File: src/rtl/complex_mem_port_pkg.sv
// complex_mem_port_pkg: shared widths, FSM states and the ALU memory-access opcode.
package complex_mem_port_pkg;
   localparam int NUMBER_SIZE = 8;
   localparam int ADDR_SIZE = 2 * NUMBER_SIZE;
   localparam logic [3:0] OP_MEM = 4'b1111;
   typedef enum logic [1:0] {IDLE, BEAT_RE, BEAT_IM, FINISH} state_t;
endpackage

File: src/rtl/complex_mem_port_if.sv
// complex_mem_port_if: byte-wide req/ack memory bus between the load/store engine and memory.
interface complex_mem_port_if;
   import complex_mem_port_pkg::*;
   logic                   req;
   logic                   we;
   logic [ADDR_SIZE-1:0]   addr;
   logic [NUMBER_SIZE-1:0] wdata;
   logic [NUMBER_SIZE-1:0] rdata;
   logic                   ack;
   modport master(output req, we, addr, wdata, input rdata, ack);
   modport slave(input req, we, addr, wdata, output rdata, ack);
endinterface

File: src/rtl/complex_mem_port_mem_watchdog.sv
// mem_watchdog: counts stalled beat cycles; expired flags the cycle that would reach TIMEOUT.
module mem_watchdog #(
   parameter int TIMEOUT = 255
) (
   input  logic clk,
   input  logic rst,
   input  logic i_clear,
   input  logic i_enable,
   output logic o_expired
);
   localparam int CW = $clog2(TIMEOUT + 1);
   logic [CW-1:0] r_cnt;
   always_ff @(posedge clk or posedge rst) begin
      if (rst) r_cnt <= '0;
      else if (i_clear) r_cnt <= '0;
      else if (i_enable) r_cnt <= r_cnt + 1'b1;
   end
   assign o_expired = i_enable && (r_cnt == CW'(TIMEOUT - 1));
endmodule

File: src/rtl/complex_mem_port.sv
// complex_mem_port: moves one complex word (re, im bytes) to/from byte memory as two req/ack beats.
module complex_mem_port
   import complex_mem_port_pkg::*;
#(
   parameter int TIMEOUT = 255
) (
   input  logic                   clk,
   input  logic                   rst,
   input  logic                   start,
   input  logic                   we,
   input  logic [ADDR_SIZE-1:0]   addr,
   input  logic [NUMBER_SIZE-1:0] wdata_re,
   input  logic [NUMBER_SIZE-1:0] wdata_im,
   output logic                   busy,
   output logic                   done,
   output logic                   err,
   output logic [NUMBER_SIZE-1:0] rdata_re,
   output logic [NUMBER_SIZE-1:0] rdata_im,
   complex_mem_port_if.master     mem
);
   state_t                 r_state, w_state_n;
   logic                   r_we, r_busy, r_done, r_err, r_mem_req, r_mem_we;
   logic [ADDR_SIZE-1:0]   r_addr, r_mem_addr, w_addr_c, w_maddr_n;
   logic [NUMBER_SIZE-1:0] r_wdata_re, r_wdata_im, r_hold_re, r_rdata_re, r_rdata_im, r_mem_wdata;
   logic [NUMBER_SIZE-1:0] w_re_c, w_im_c, w_mwdata_n;
   logic                   w_accept, w_ack, w_expired, w_err_n, w_req_n, w_we_c;
   assign w_accept = (r_state == IDLE) && start && !r_busy;
   assign w_ack    = mem.ack && r_mem_req;
   mem_watchdog #(.TIMEOUT(TIMEOUT)) u_wdog (
      .clk(clk), .rst(rst),
      .i_clear(w_accept || w_ack || w_expired),
      .i_enable(r_mem_req && !mem.ack),
      .o_expired(w_expired)
   );
   always_comb begin
      w_state_n = r_state;
      w_err_n = 1'b0;
      case (r_state)
         IDLE: w_state_n = w_accept ? BEAT_RE : IDLE;
         BEAT_RE: begin
            w_state_n = w_ack ? BEAT_IM : w_expired ? IDLE : BEAT_RE;
            w_err_n = !w_ack && w_expired;
         end
         BEAT_IM: begin
            w_state_n = w_ack ? FINISH : w_expired ? IDLE : BEAT_IM;
            w_err_n = !w_ack && w_expired;
         end
         default: w_state_n = IDLE;
      endcase
   end
   // The beat about to start may use the command being accepted in this same edge.
   assign w_we_c     = w_accept ? we : r_we;
   assign w_addr_c   = w_accept ? addr : r_addr;
   assign w_re_c     = w_accept ? wdata_re : r_wdata_re;
   assign w_im_c     = w_accept ? wdata_im : r_wdata_im;
   assign w_req_n    = (w_state_n == BEAT_RE) || (w_state_n == BEAT_IM);
   assign w_maddr_n  = (w_state_n == BEAT_RE) ? w_addr_c : (w_state_n == BEAT_IM) ? w_addr_c + 1'b1 : '0;
   assign w_mwdata_n = (w_state_n == BEAT_RE) ? w_re_c : (w_state_n == BEAT_IM) ? w_im_c : '0;
   always_ff @(posedge clk or posedge rst) begin
      if (rst) begin
         r_state <= IDLE;
         r_we <= 1'b0;
         r_addr <= '0;
         r_wdata_re <= '0;
         r_wdata_im <= '0;
         r_hold_re <= '0;
         r_rdata_re <= '0;
         r_rdata_im <= '0;
         r_busy <= 1'b0;
         r_done <= 1'b0;
         r_err <= 1'b0;
         r_mem_req <= 1'b0;
         r_mem_we <= 1'b0;
         r_mem_addr <= '0;
         r_mem_wdata <= '0;
      end else begin
         r_state <= w_state_n;
         if (w_accept) begin
            r_we <= we;
            r_addr <= addr;
            r_wdata_re <= wdata_re;
            r_wdata_im <= wdata_im;
         end
         if (r_state == BEAT_RE && w_ack && !r_we) r_hold_re <= mem.rdata;
         if (r_state == BEAT_IM && w_ack && !r_we) begin
            r_rdata_re <= r_hold_re;
            r_rdata_im <= mem.rdata;
         end
         r_busy <= (w_state_n != IDLE) || w_err_n;
         r_done <= w_state_n == FINISH;
         r_err <= w_err_n;
         r_mem_req <= w_req_n;
         r_mem_we <= w_req_n && w_we_c;
         r_mem_addr <= w_maddr_n;
         r_mem_wdata <= w_mwdata_n;
      end
   end
   assign busy      = r_busy;
   assign done      = r_done;
   assign err       = r_err;
   assign rdata_re  = r_rdata_re;
   assign rdata_im  = r_rdata_im;
   assign mem.req   = r_mem_req;
   assign mem.we    = r_mem_we;
   assign mem.addr  = r_mem_addr;
   assign mem.wdata = r_mem_wdata;
endmodule

File: src/flat_wrapper.sv
// flat-port wrapper written by rule: the top's interface ports become plain ports
module complex_mem_port_flat import complex_mem_port_pkg::*;
#(
   parameter int TIMEOUT = 255
)
  (clk, rst, start, we, addr, wdata_re, wdata_im, busy, done, err, rdata_re, rdata_im, mem_req, mem_we, mem_addr, mem_wdata, mem_rdata, mem_ack);
  complex_mem_port_if mem_i ();
  input  logic clk;
  input  logic rst;
  input  logic start;
  input  logic we;
  input  logic [ADDR_SIZE-1:0] addr;
  input  logic [NUMBER_SIZE-1:0] wdata_re;
  input  logic [NUMBER_SIZE-1:0] wdata_im;
  output logic busy;
  output logic done;
  output logic err;
  output logic [NUMBER_SIZE-1:0] rdata_re;
  output logic [NUMBER_SIZE-1:0] rdata_im;
  output wire logic [$bits(mem_i.req)-1:0] mem_req;
  output wire logic [$bits(mem_i.we)-1:0] mem_we;
  output wire logic [$bits(mem_i.addr)-1:0] mem_addr;
  output wire logic [$bits(mem_i.wdata)-1:0] mem_wdata;
  input wire logic [$bits(mem_i.rdata)-1:0] mem_rdata;
  input wire logic [$bits(mem_i.ack)-1:0] mem_ack;
  assign mem_req = mem_i.req;
  assign mem_we = mem_i.we;
  assign mem_addr = mem_i.addr;
  assign mem_wdata = mem_i.wdata;
  assign mem_i.rdata = mem_rdata;
  assign mem_i.ack = mem_ack;
  complex_mem_port #(.TIMEOUT(TIMEOUT)) u_core (.clk(clk), .rst(rst), .start(start), .we(we), .addr(addr), .wdata_re(wdata_re), .wdata_im(wdata_im), .busy(busy), .done(done), .err(err), .rdata_re(rdata_re), .rdata_im(rdata_im), .mem(mem_i));
endmodule
File: config.mk
export PLATFORM = sky130hd
export DESIGN_NAME = complex_mem_port_flat
export DESIGN_NICKNAME = d
export VERILOG_FILES = /design/src/rtl/complex_mem_port_pkg.sv /design/src/rtl/complex_mem_port_if.sv /design/src/rtl/complex_mem_port_mem_watchdog.sv /design/src/rtl/complex_mem_port.sv /design/src/flat_wrapper.sv
export SDC_FILE = /design/constraint.sdc
export NUM_CORES = 1
export LEC_CHECK = 0
export ABC_AREA = 1
export BUFFER_PORTS_ARGS = -buffer_cell sky130_fd_sc_hd__buf_2
export CAP_MARGIN = 20
export CORE_ASPECT_RATIO = 0.9
export CORE_MARGIN = 2
export CORE_UTILIZATION = 50
export CTS_CLUSTER_DIAMETER = 100
export DETAILED_ROUTE_END_ITERATION = 10
export PLACE_DENSITY = 0.74
export SYNTH_ARGS = -nofsm -noshare
export SYNTH_HDL_FRONTEND = slang
export SYNTH_HIERARCHICAL = 1
export SYNTH_SLANG_ARGS = --single-unit
File: constraint.sdc
create_clock -name clk -period 6.3 [get_ports clk]
set_input_delay 0.315 -clock clk [delete_from_list [all_inputs] [get_ports clk]]
set_output_delay 0.315 -clock clk [all_outputs]
set_load 0.01 [all_outputs]
* Word-level counts from Yosys, hierarchy flattened
Index checks and enable logic that the tools add are counted.
Cells by class: shift-type cells 0, bitwise logic cells 0, mux-type cells 17, reduce and logical (&&, ||, !) cells 23, divide/modulo/power cells 0, order comparisons 0, eq/ne operators 6, $add $sub $neg 2, multiply operators 0
Operators by type and width (number):
- 16-bit 2-to-1 mux | 3
- 8-bit 2-to-1 mux | 6
- 16-bit by 1-bit adder with 16-bit output (second input constant) | 1
- 1-bit logical AND | 11
- 8-bit by 1-bit adder with 8-bit output (second input constant) | 1
- 8-bit equality test (second input constant) | 1
- 2-bit equality test (second input constant) | 3
- 2-bit 2-to-1 mux | 3
- 2-bit case mux with 3 select lines | 1
- 2-bit by 1-bit equality test with 1-bit output (second input constant) | 2
- 1-bit zero test | 4
- 1-bit logical OR | 4
- 1-bit 2-to-1 mux | 4
- 2-bit nonzero test | 2
- 2-bit zero test | 1
- 2-bit OR reduction | 1
Storage, ports and cells: logic and storage cells 64, latch bits 0, memory bits (read-only) 0, bits in writable memories 0, flip-flop bits (word level) 96, input bits 45, memories 0

* Longest topological paths before layout
Gate-level depths: netlist of the first run.
depth in word-level cells 9, depth in mapped cells 18, gate-level depth less buffers 18

* Modules after synthesis
Netlist of the first run, hierarchy kept.
By module, submodules not included:
- complex_mem_port | sequential area each 2202.1 um^2, instances 1, cells each 437, area each 3877.5 um^2
- mem_watchdog | sequential area each 200.2 um^2, instances 1, cells each 60, area each 475.5 um^2

* Worst setup path before layout of the first run
No wires, ideal clock.
path kind register to register, start point register u_core.r_state[0], end point register u_core.r_mem_addr[8] (netlist: u_core/mem.addr[8]), buffers on the path 2, period minus slack after synthesis 2.832 ns, library setup time 0.117 ns, stages on the path, launching flop included 18, data required time 6.183 ns, path slack 3.468 ns, arrival time 2.715 ns, cells stage by stage dfrtp_1 inv_1 ha_1 nand2_1 nor2_4 clkbuf_1 buf_2 o31ai_1 inv_1 ha_1 clkinv_1 nand2_1 a21oi_1 nand2_1 nor2_1 nand2_1 nor2_1 nor2_1
Between the ends: cells in the longest elaborated chain, start to end 8, elaborated cells on any way between the ends 13, those cells by class 1 x add/sub; 4 x eq/ne; 5 x mux; 3 x reduce/logical
RTL lines:
- start: declaration | line complex_mem_port.sv:21 | state_t r_state, w_state_n;
- start signal: assignment | line complex_mem_port.sv:77 | r_state <= w_state_n;
- 2-bit zero test | line complex_mem_port.sv:27, complex_mem_port.sv:38
- 1-bit logical AND (2 in series) | line complex_mem_port.sv:27 | assign w_accept = (r_state == IDLE) && start && !r_busy;
- 1-bit 2-to-1 mux | line complex_mem_port.sv:39 | IDLE: w_state_n = w_accept ? BEAT_RE : IDLE;
- 2-bit case mux with 3 select lines * | line complex_mem_port.sv:38 | case (r_state)
- named net u_core.w_state_n[0] | line complex_mem_port.sv:21
- 2-bit equality test | line complex_mem_port.sv:57 | assign w_maddr_n = (w_state_n == BEAT_RE) ? w_addr_c : (w_state_n == BEAT_IM) ? w_addr_c + 1'b1 : '0;
- 16-bit 2-to-1 mux | line complex_mem_port.sv:57
- 16-bit 2-to-1 mux * | line complex_mem_port.sv:57
- named net u_core.w_maddr_n[8] | line complex_mem_port.sv:23 | logic [ADDR_SIZE-1:0] r_addr, r_mem_addr, w_addr_c, w_maddr_n;
- end signal: assignment | line complex_mem_port.sv:94 | r_mem_addr <= w_maddr_n;
- end: declaration | line complex_mem_port.sv:23
The timed path passes the listed nets; every way through them passes the cells marked *. A chain may end at the register's enable or synchronous reset.

* Worst setup path after layout of the first run
Same ends and word-level chain as after synthesis.

==> results of run 1 <==
[worst paths after layout]
check,from,to,slack [ns],cells after the start
worst min-delay path,wdata_re[6],u_core/r_wdata_re[6],0.19,3
max in group asynchronous,rst,u_core/mem.addr[11],5.16,5
worst max-delay path,u_core/r_state[0],u_core/mem.addr[8],2.78,16
worst min register to register,u_core/r_wdata_re[1],u_core/r_wdata_re[1],0.48,2
min in group asynchronous,rst,u_core/u_wdog/r_cnt[2],0.46,3
worst max register to register,u_core/r_state[0],u_core/mem.addr[8],2.78,16
[cells in the mapped netlist (3+ instances only)]
master	number
a21oi_1	10
clkbuf_1	7
dfrtp_1	96
ha_1	11
inv_1	69
inv_2	3
mux2_2	8
nand2_1	142
nand2_2	8
nand3_1	16
nand4_1	6
nor2_1	38
nor2_2	7
nor2_4	6
nor3_1	5
o21ai_0	40
or2_2	8
[layer usage]
metal / vias up / wire (um) / GRT usage, %
li1: 1723 / - / -
met1: 1579 / 4281 / 29.79
met2: 135 / 4289 / 33.17
met3: 15 / 713 / 5.057
met4: 0 / 121 / 6.889
met5: - / 0 / 0
[cell usage in the layout (no fill, tap or decap), drive strengths merged, types with 5 or more instances in the layout]
cell	Yosys	layout
mux2	8	8
inv	72	74
a21oi	10	10
clkinv	2	5
dfrtp	96	96
nand4	7	7
nor3	5	5
buf	3	91
ha	11	11
clkbuf	7	9
nand2	152	152
o21ai	42	42
or2	8	8
nand3	18	18
nor2	51	51
[final cells by class]
cell class	count	area [sq um]
Inverter	74	279.0
Tap cell	119	148.9
Multi-Input combinational cell	317	1619
Timing Repair Buffer	92	490.5
Sequential cell	96	2402
Clock inverter	7	77.57
Fill cell	768	3387
Clock buffer	9	123.9
[stage by stage]
stage / setup WS [ns] / total power [W]
after floorplan: 3.468 / 0.001665
after CTS: 2.799 / 0.002385
after global routing: 2.361 / 0.002581
after global placement: 2.967 / 0.001921
final: 2.784 / 0.002377
after detailed placement: 2.814 / 0.001962
[cells by family after synthesis]
kind of cell    after synthesis  share of synthesized area [%]
compound gates               55                          6.525
fa+ha+maj                    11                          3.162
buf+inv                      84                          7.617
flops                        96                          55.19
mux                           8                          2.070
simple gates                243                          25.44
[report_power, final]
part | internal [W] | switching (W) | total, W | leakage [nW]
Clock | 0.000188 | 0.000223 | 0.000411 | 0.101
Combinational | 0.000340 | 0.000684 | 0.00102 | 1.50
Sequential | 0.000850 | 0.0000910 | 0.000941 | 1.23
Total | 0.00138 | 0.000999 | 0.00238 | 2.83
[what timing repair did]
action,CTS,global route
hold endpoints to repair,8,0
setup endpoints to repair,0,0
hold buffers,1,0
[worst min-delay path: stages]
cell     delay, ns
buf_2         0.08
nand2_1       0.05
nand2_1       0.06
==> impl_results.md, run 1 <==
* RSZ-0062 raised after global routing: no
* Fin crit period at 3.516 ns
* Slew HR at a little under half
* Setup Fix Bufs, Post-CTS at 0
* Worst-Margin Slew at 0.7792 ns
* Chip height at 92.52 um
* Ant diodes at 0
* Synth Cell Area at 0.004353 sq mm
* Layout area overhead at 18.11%
* Hold Slack at 0.1855 ns
* Status: completed
* DRC Markers at 0
* PortBufs at 89
* Layout Nets at 646
* Final Max Slew Viols at 0
* Via Count at ~3500
* Critical path endpoint category: register
* Top FF cell, synth: dfrtp_1
* Leakage Power at 2.829 nW
* First-pass GRT wire length at 15800 um
* Placed cells at 696
* DP Area at between 0.004 and 0.005 sq mm
* FP Rows at 32
* Die Wd at 102.4 um
* Drt wl/cell at 13.17 um
* Synth Net Count at 553
* Worst-path clk slew at 0.10 ns
* Setup violators final at 0
* CTS Sinks at 96
* Vias in the first global route at 3308
* Final non-filler cell area at 0.005141 sq mm
* Worst EP arrival at 3.77 ns
* CP Launch Type: register
* DRT iter0 DRCs at 176
* CTS root buf: clkbuf_8
* Grt ovf at 0
* Critical path cell sequence: inv_1 -> ha_1 -> nand2_1 -> nor2_4 -> o31ai_1 -> inv_1 -> ha_1 -> clkinv_1 -> nand2_1 -> a21oi_1 -> nand2_1 -> nor2_1 -> nand2_1 -> nand2_1 -> nand2_1 -> nor2_1
* Ys async rst share at between 90% and 100%
* Final Hold Fails at 0
* Core area at roughly 0.0085 sq mm
* PwrDens at 462.3 mW/mm^2
* Tot GR Track Use at 21.38%
* CTS Buffer Depth at 2
* Synth Register Bits at 96
* Top delay family on crit path: simple AND/OR/NAND/NOR gates
* Initial Util at 51.04%
* Initial DRT Pass Iterations at 7
* Share of cells above drive strength 1 at 25.88%
* Drt total wl at 9405 um
* Post-CTS sizing at 0
* Num CTS Buffers at 9
* Synth top area share at 55.19%
* Synth unique cells at 30
* Layout Cells excl Fill at 714
* Worst vdd ir at 0.2086 mV
* Clock Latency Late Sink at ~0.36 ns
* Clock skew at 0.01257 ns
* Post-Route Setup TNS at 0 ns
* Synth warn at 6
* Pin count of the biggest net entering global routing at 89
* DRT antenna net count at 0
* Hold Path Class: in2reg
* Routability cong. at 0.8643
* Max Fclk at 0.2844 GHz
* Number of flops mapped to enable cells by yosys at 0
* Largest area contributor in the netlist: dfrtp_1
* Buf/Inv on CP at 3
* Synth Instances at a little under 500
* Post-route core utilization at 60.28%
* Max Cap Viol at 0
* Max stage delay on crit path at 0.59 ns
* Worst path slowest cell: nor2_4
* Via density at around 4.8
* CTS tree: done
* Ports at 90
* Largest cells by area after synthesis: dfrtp_1 55%, nand2_1 12%, inv_1 5.9%
* Dpl hpwl at 6461 um
* H-tree depth at 3
* Register area share after synthesis at 55.19%
* Critical path fanouts, max at 32
* Tcrit/Tclk final at a little under three fifths
* Initial antenna violation count at 0
* Mean area per synthesized cell at 8.758 sq um
* Critical path class: reg2reg
* Worst Path Required at between 6 and 7 ns
* CP most frequent cell: nand2_1
* DIE AREA at 0.009469 sq mm
Note: power is estimated with default switching activity, not from simulation.
==> inputs of run 2 (changes only) <==
--- a/config.mk
+++ b/config.mk
@@ -10,10 +10,10 @@
 export CAP_MARGIN = 20
 export CORE_ASPECT_RATIO = 0.9
 export CORE_MARGIN = 2
-export CORE_UTILIZATION = 50
+export CORE_UTILIZATION = 49
 export CTS_CLUSTER_DIAMETER = 100
 export DETAILED_ROUTE_END_ITERATION = 10
-export PLACE_DENSITY = 0.74
+export PLACE_DENSITY = 0.75
 export SYNTH_ARGS = -nofsm -noshare
 export SYNTH_HDL_FRONTEND = slang
 export SYNTH_HIERARCHICAL = 1
==> constraint.sdc (replaced) <==
create_clock -name clk -period 3.1 [get_ports clk]
set_input_delay 0.155 -clock clk [delete_from_list [all_inputs] [get_ports clk]]
set_output_delay 0.155 -clock clk [all_outputs]
set_load 0.01 [all_outputs]
==> impl_results.md, run 2 (same netlist as run 1, synthesis figures left out) <==
* Critical Path Start: u_core/u_wdog/r_cnt[0]
* Critical path class: reg2reg
* Most frequent cells in the layout: 142 x nand2_1, 96 x dfrtp_1, 89 x buf_2, 68 x inv_1, 40 x o21ai_0
* Die Wd at 103.4 um
* Max Fclk at 0.3510 GHz
* FP Rows at 32
* Initial DRT Pass Iterations at 4
* RR Startpoint: u_core/u_wdog/r_cnt[0]
* Dpl hpwl at about 6900 um
* Share of cells above drive strength 1 at 26.41%
* Most common cell after layout, fill and taps aside: nand2_1
* Worst-path clk slew at 0.09 ns
* Core area at 0.008608 sq mm
* Ant diodes at 0
* Chip height at 93.42 um
* Post-route core utilization at approximately 60%
* Ports at 90
* Drt total wl at 9417 um
* Setup Fix Bufs, Post-CTS at 0
* CTS Buffer Depth at 2
* H-tree depth at 3
* Final setup margin at between 0.2 and 0.3 ns
* Final Max Slew Viols at 0
* Worst Path Required at 3.40 ns
* Vias in the first global route at 3378
* Post-Route Setup TNS at 0 ns
* Via Count at 3504
* DRT antenna net count at 0
* Tcrit/Tclk final at 91.90%
* Final Hold Fails at 0
* Drt wl/cell at 13.06 um
* Worst EP arrival at 3.15 ns
* Grt ovf at 0
* Clock skew at about 0.0075 ns
* Initial antenna violation count at 0
* DRC Markers at 0
* DIE AREA at 0.009654 sq mm
* PortBufs at slightly below 90
* Final non-filler cell area at between 0.005 and 0.006 sq mm
* Critical path endpoint category: register
* PwrDens at 933.1 mW/mm^2
* Critical path fanouts, max at 9
* Max Cap Viol at 0
* CTS root buf: clkbuf_8
* Leakage Power at between 2 and 3 nW
* Worst vdd ir at 0.3804 mV
* CP Launch Type: register
* Tot GR Track Use at 21.06%
* DRT iter0 DRCs at 149
* Pre-CTS WS at 0.2415 ns
* Status: completed
* Clock Latency Late Sink at 0.36 ns
* Fillers at 755
* Layout Nets at 653
* DP Area at 0.004940 sq mm
* Num CTS Buffers at 9
* Initial Util at between 50% and 60%
* Pin count of the biggest net entering global routing at 35
* HP Start: wdata_re[5]
* Slew HR at 51.52%
* Fin crit period at 2.849 ns
* Layout area overhead at 19.09%
* Routability cong. at 0.9092
* Via density at approximately 4.9
* Hold Path Class: in2reg
* First-pass GRT wire length at 15770 um
* Worst-Margin Slew at 0.7254 ns
* Setup violators final at 0
* RSZ-0062 raised after global routing: no
* CTS Sinks at 96
* CTS tree: done
-- run 2: worst paths after layout --
check                                         endpoint  slack, ns  cells past startpoint
worst max-delay path                u_core/mem.addr[8]       0.25                     17
worst min-delay path              u_core/r_wdata_re[5]       0.02                      3
worst min register to register    u_core/r_wdata_re[6]       0.48                      2
worst max register to register      u_core/mem.addr[8]       0.25                     17
max in group asynchronous            u_core/r_addr[15]       1.95                      4
min in group asynchronous       u_core/u_wdog/r_cnt[7]       0.31                      3
-- run 2: repair_timing --
action / in CTS / in global routing
resized for setup: 0 / 2
setup endpoints to repair: 0 / 3
hold buffers: 4 / 0
hold endpoints to repair: 37 / 0
-- run 2: final cells by class --
cell class              count  area (sq um)  area share (%)
repair buffers             99         530.5           10.23
multi-input cells         317          1628           31.40
inverters                  74         279.0           5.383
clock inverters             6         67.56           1.303
flip-flops and latches     96          2402           46.34
well taps                 119         148.9           2.872
clock buffers              10         127.6           2.462
-- run 2: critical path, cell delays in order, from the launching register on --
cell and delay, ns:
dfrtp_1 0.44, inv_1 0.08, ha_1 0.14, nand2_1 0.08
nor4_2 0.22, nor3_1 0.10, o31ai_1 0.27, inv_1 0.13
ha_1 0.23, clkinv_1 0.18, nand2_1 0.08, a21oi_1 0.24
nand2_1 0.12, nor2_1 0.20, nand2_1 0.10, nand2_1 0.07
nand2_1 0.04, nor2_1 0.08
-- run 2: through the flow --
step	total power [W]	hold slack, ns	cells
2_1_floorplan	0.003384	-0.02934	497
3_3_place_gp	0.003951	0.1455	701
3_5_place_dp	0.004039	0.1497	701
4_1_cts	0.004874	0.003346	721
5_1_grt	0.005245	0.01718	721
6_report	0.004837	0.01762	721
-- run 2: routing by layer --
| metal | global-route usage, % | share of wire (%) |
|---|---|---|
| met3 | 4.410 | 6.8 |
| met1 | 28.46 | 45 |
| met2 | 33.66 | 47 |
| met4 | 7.237 | 1.3 |
| met5 | 0 | 0 |
-- run 2: report_power, final --
part | internal, W | leakage, nW | switching (W)
sequential | 0.00173 | 1.23 | 0.000182
clock | 0.000378 | 0.0933 | 0.000436
combinational | 0.000722 | 1.53 | 0.00139
total | 0.00283 | 2.85 | 0.00201
